File: src/rtl/ram_copy_dma.sv
// rtl/ram_copy_dma.sv - block-copy engine with memmove ordering for a 1-cycle-latency RAM
module ram_copy_dma #(
    parameter int AW = 16,
    parameter int DW = 16
) (
    input  logic          clk_i,
    input  logic          rst_n_i,
    input  logic          start_i,
    input  logic [AW-1:0] src_i,
    input  logic [AW-1:0] dst_i,
    input  logic [AW-1:0] count_i,
    input  logic          abort_i,
    output logic          busy_o,
    output logic          done_o,
    output logic          aborted_o,
    output logic [AW-1:0] ram_raddr_o,
    output logic          ram_re_o,
    input  logic [DW-1:0] ram_rdata_i,
    output logic [AW-1:0] ram_waddr_o,
    output logic [DW-1:0] ram_wdata_o,
    output logic          ram_we_o
);

    typedef enum logic [1:0] {S_IDLE, S_RUN, S_DRAIN, S_FIN} state_t;

    state_t        state_q, state_d;
    logic [AW-1:0] src_q, src_d, dst_q, dst_d, cnt_q, cnt_d, idx_q, idx_d;
    logic          desc_q, desc_d, abort_seen_q, abort_seen_d;
    logic          busy_q, busy_d, done_q, done_d, aborted_q, aborted_d;
    logic          re_q, re_d, we_q, we_d;
    logic [AW-1:0] raddr_q, raddr_d, waddr_q, waddr_d;

    logic [AW-1:0] start_diff, last_off, idx_next;
    logic          start_desc;

    // Copy downwards only when the destination overlaps above the source (modular distance).
    assign start_diff = dst_i - src_i;
    assign start_desc = (start_diff != '0) && (start_diff < count_i);
    assign last_off   = cnt_q - AW'(1);
    assign idx_next   = idx_q + AW'(1);

    always_comb begin
        state_d      = state_q;
        src_d        = src_q;
        dst_d        = dst_q;
        cnt_d        = cnt_q;
        idx_d        = idx_q;
        desc_d       = desc_q;
        abort_seen_d = abort_seen_q;
        busy_d       = busy_q;
        done_d       = 1'b0;
        aborted_d    = aborted_q;
        re_d         = 1'b0;
        we_d         = 1'b0;
        raddr_d      = raddr_q;
        waddr_d      = waddr_q;
        case (state_q)
            S_IDLE: begin
                if (start_i) begin
                    src_d        = src_i;
                    dst_d        = dst_i;
                    cnt_d        = count_i;
                    idx_d        = '0;
                    desc_d       = start_desc;
                    abort_seen_d = 1'b0;
                    aborted_d    = 1'b0;
                    if (count_i == '0) begin
                        state_d = S_FIN;
                        done_d  = 1'b1;
                    end else begin
                        state_d = S_RUN;
                        busy_d  = 1'b1;
                        re_d    = 1'b1;
                        raddr_d = start_desc ? (src_i + count_i - AW'(1)) : src_i;
                    end
                end
            end
            S_RUN: begin
                // The word read this cycle arrives next cycle; write it there.
                we_d    = 1'b1;
                waddr_d = desc_q ? (dst_q + last_off - idx_q) : (dst_q + idx_q);
                if (abort_i) begin
                    abort_seen_d = 1'b1;
                end
                if (abort_i || (idx_q == last_off)) begin
                    state_d = S_DRAIN;
                end else begin
                    re_d    = 1'b1;
                    idx_d   = idx_next;
                    raddr_d = desc_q ? (src_q + last_off - idx_next) : (src_q + idx_next);
                end
            end
            S_DRAIN: begin
                state_d   = S_FIN;
                busy_d    = 1'b0;
                done_d    = 1'b1;
                aborted_d = abort_seen_q | abort_i;
            end
            S_FIN: begin
                state_d = S_IDLE;
            end
            default: begin
                state_d = S_IDLE;
                busy_d  = 1'b0;
            end
        endcase
    end

    always_ff @(posedge clk_i) begin
        if (!rst_n_i) begin
            state_q      <= S_IDLE;
            src_q        <= '0;
            dst_q        <= '0;
            cnt_q        <= '0;
            idx_q        <= '0;
            desc_q       <= 1'b0;
            abort_seen_q <= 1'b0;
            busy_q       <= 1'b0;
            done_q       <= 1'b0;
            aborted_q    <= 1'b0;
            re_q         <= 1'b0;
            we_q         <= 1'b0;
            raddr_q      <= '0;
            waddr_q      <= '0;
        end else begin
            state_q      <= state_d;
            src_q        <= src_d;
            dst_q        <= dst_d;
            cnt_q        <= cnt_d;
            idx_q        <= idx_d;
            desc_q       <= desc_d;
            abort_seen_q <= abort_seen_d;
            busy_q       <= busy_d;
            done_q       <= done_d;
            aborted_q    <= aborted_d;
            re_q         <= re_d;
            we_q         <= we_d;
            raddr_q      <= raddr_d;
            waddr_q      <= waddr_d;
        end
    end

    assign busy_o      = busy_q;
    assign done_o      = done_q;
    assign aborted_o   = aborted_q;
    assign ram_re_o    = re_q;
    assign ram_we_o    = we_q;
    assign ram_raddr_o = raddr_q;
    assign ram_waddr_o = waddr_q;
    assign ram_wdata_o = ram_rdata_i;

endmodule

File: config.mk
export PLATFORM = sky130hd
export DESIGN_NAME = ram_copy_dma
export DESIGN_NICKNAME = d
export VERILOG_FILES = /design/src/rtl/ram_copy_dma.sv
export SDC_FILE = /design/constraint.sdc
export NUM_CORES = 1
export LEC_CHECK = 0
export CORE_ASPECT_RATIO = 1.2
export CORE_UTILIZATION = 40
export CTS_CLUSTER_SIZE = 20
export DETAILED_ROUTE_END_ITERATION = 6
export GPL_TIMING_DRIVEN = 0
export PLACE_DENSITY_LB_ADDON = 0.12
export SETUP_SLACK_MARGIN = 0.02
export SYNTH_ARGS = -nofsm -noshare
export SYNTH_HDL_FRONTEND = slang
export SYNTH_SLANG_ARGS = --single-unit
File: constraint.sdc
create_clock -name clk_i -period 4.05 [get_ports clk_i]
set_input_delay 0.6075 -clock clk_i [delete_from_list [all_inputs] [get_ports clk_i]]
set_output_delay 0.6075 -clock clk_i [all_outputs]
set_load 0.01 [all_outputs]
==> results.json <==
{
  "synthToLayoutAreaGrowth_pct": 27.9,
  "cts_buffers": 9,
  "core_sq_um": 27300,
  "worstMarginPinSlew_ps": 1030,
  "cp_top_family": "simple AND/OR/NAND/NOR gates",
  "vias": 10900,
  "die_w_um": 155,
  "synthDistinctLibCells": 80,
  "power_density_nw_per_um2": 646,
  "syn-cell-area_sq_um": 11200,
  "io_buffers": 104,
  "crit_chain": "buf_4, ha_4, or4_4, nor2_4, a221oi_4, buf_6, or3_4, and2_4, ha_4, a21o_1, a21oi_2, nor2b_1, o211ai_1, a31oi_2, nor3_4, buf_6, buf_6, nand2_8, buf_12, mux2i_1, a221o_1",
  "route.detailed.drc": 0,
  "crit_top_cell": "buf_6",
  "gp_congestion": 0.937,
  "cpMaxStageDelayCell": "or4_4",
  "die_area_sq_um": 28600,
  "critical_path_required_ps": 4310,
  "netlist.top_cell.by_area": "dfxtp_1",
  "critPathKind": "input pin to flop",
  "peakVddDrop_v": 0.000307,
  "min_period_ps": 4100,
  "fin_crit_sh": 1.01,
  "yosys-top-cells-count": "182 x inv_1, 166 x nand2_1, 140 x ha_1",
  "cts_max_path_buffers": 2,
  "cap_violations": 0,
  "syn_area_per_cell_sq_um": 7.68,
  "ys_ff_latch": 105,
  "synth_top_area_frac": 0.188,
  "antenna_found_initial": 0,
  "dp_cells": 1898,
  "overflow": 0,
  "initial_utilization": 0.410,
  "diodes": 0,
  "grt_pass1_vias": 10600,
  "hold_slack_ps": 464,
  "grt_pass1_wl_um": 58000,
  "slew_viol_final": 0,
  "hold_viol": 0,
  "grt_max_degree": 18,
  "fin_ws_ps": -52.9,
  "clk_latency_ps": 370,
  "clk_pin_slew_ps": 80,
  "critPathBufInv": 5,
  "hold_buffers": 0,
  "wl_per_cell_um": 19.8,
  "yosys_warnings": 0,
  "cts_tree": "yes",
  "utilization": 0.524,
  "async_reset_ff_frac": 0,
  "finClkSkew_ps": 7.46,
  "ant_nets": 0,
  "viasPerCell": 5.55,
  "ioPinCount": 121,
  "dieHeight_um": 185,
  "cts_sinks": 105,
  "startpoint_type": "input pin",
  "synth_edf_count": 0,
  "final_nets": 1855,
  "synthCells": 1454,
  "seq_area_frac_synth": 0.188,
  "hp-class": "flop to flop",
  "cp_data_arrival_time_ps": 4360,
  "violations": "negative setup slack",
  "max_freq_mhz": 244,
  "synth-main-ff-cell": "dfxtp_1",
  "drt-total-wl_um": 38700,
  "final_cells": 1958,
  "status": "finished, violations left",
  "netlist_top_cells_area": "dfxtp_1 19%, ha_1 16%, inv_1 6.1%",
  "rows": 66,
  "dp_hpwl_um": 31000,
  "drtIter0Drc": 558,
  "syn-num-nets": 1696,
  "cp-end-kind": "flop",
  "finalSetupViolCount": 3,
  "synth.most_common_cell": "inv_1",
  "grt_usage": 0.271,
  "cts-root-buf": "clkbuf_16",
  "place_ws_ps": -1970,
  "drt-pass1-iter-count": 5,
  "crit_fanout": 5,
  "relSlewSlack": 0.311,
  "power.static_leakage_nw": 6.10,
  "drive_gt1_frac": 0.158,
  "cts_max_level": 3,
  "slowest_delay_ps": 530,
  "rsz0062_at_grt": "true"
}
timing repair:
action | in CTS | in global routing
setup buffers | 25 | 21
resized for setup | 198 | 102
pin swaps | 45 | 64
setup endpoints to repair | 31 | 22
gates cloned | 1 | 1
final cells by class:
class	count	area (sq um)
fillers	2700	13000
inverters	183	707
repair buffers	150	1440
clock inverters	4	33.8
flip-flops and latches	105	2120
plain buffers	62	353
well taps	340	425
clock buffers	12	256
multi-input cells	1102	8950
worst min-delay path: stages (launching register included):
cell     delay, ps
dfxtp_1        310
nand2_1         60
a21oi_1         50
metal layers:
metal	global-route usage	wire (um)	up-vias
met5	0	0	-
met4	0.124	1750	0
met3	0.0225	1590	87
met2	0.503	19300	322
met1	0.314	16000	5118
li1	-	-	5331
logic make-up (layout without fill, tap and decap cells):
group | Yosys count | count (layout) | synth area share
flip-flops | 105 | 105 | 0.188
buffers and inverters | 247 | 411 | 0.0895
multiplexers | 13 | 13 | 0.0118
adder cells (fa/ha/maj) | 174 | 174 | 0.218
XOR/XNOR | 109 | 109 | 0.0886
AO/OA/AOI/OAI | 368 | 368 | 0.215
AND/OR/NAND/NOR | 438 | 438 | 0.189
layout by cell type, fill, tap and decap left out, types with 22 or more instances in the layout:
cell type	instances
a21o_1	29
a21oi_1	112
buf_4	54
clkbuf_1	32
clkdlybuf4s50_1	81
dfxtp_1	98
fa_1	33
ha_1	118
ha_4	22
inv_1	166
nand2_1	164
nand3_1	24
nor2_1	83
nor3_1	31
o211ai_1	22
o21ai_0	42
xnor2_1	71
xor2_1	28
sequential cells by signal, summed over array words and instances (netlist names), 2 cells and up:
register / flops
cnt_q: 16
dst_q: 16
idx_q: 16
ram_raddr_o: 16
ram_waddr_o: 16
src_q: 16
state_q: 2
stage by stage:
stage	setup TNS (ps)	instance area [sq um]	power [mW]
after floorplan	0	11200	5.69
after global placement	-28570	12700	7.24
after detailed placement	-30000	12700	7.30
after CTS	-1840	13800	8.77
after global routing	-1770	14300	9.95
final	-102	14300	9.22
final timing paths:
| path | slack (ps) | from | to | depth (start not counted) |
|---|---|---|---|---|
| setup / recovery | -50 | dst_i[6] | ram_raddr_o[14] | 21 |
| hold / removal | 460 | ram_waddr_o[9] | ram_waddr_o[9] | 2 |
| setup reg to reg | 10 | idx_q[0] | ram_raddr_o[15] | 18 |
| hold reg to reg | 460 | ram_waddr_o[9] | ram_waddr_o[9] | 2 |
power by group:
group          internal, mW  switching (mW)  total, mW  leakage (nW)
clock network         0.459           0.460      0.918         0.140
logic                  3.02            3.83       6.85          5.10
registers              1.24           0.219       1.45         0.862
total                  4.71            4.51       9.22          6.10
(Power assumes the default switching activity.)
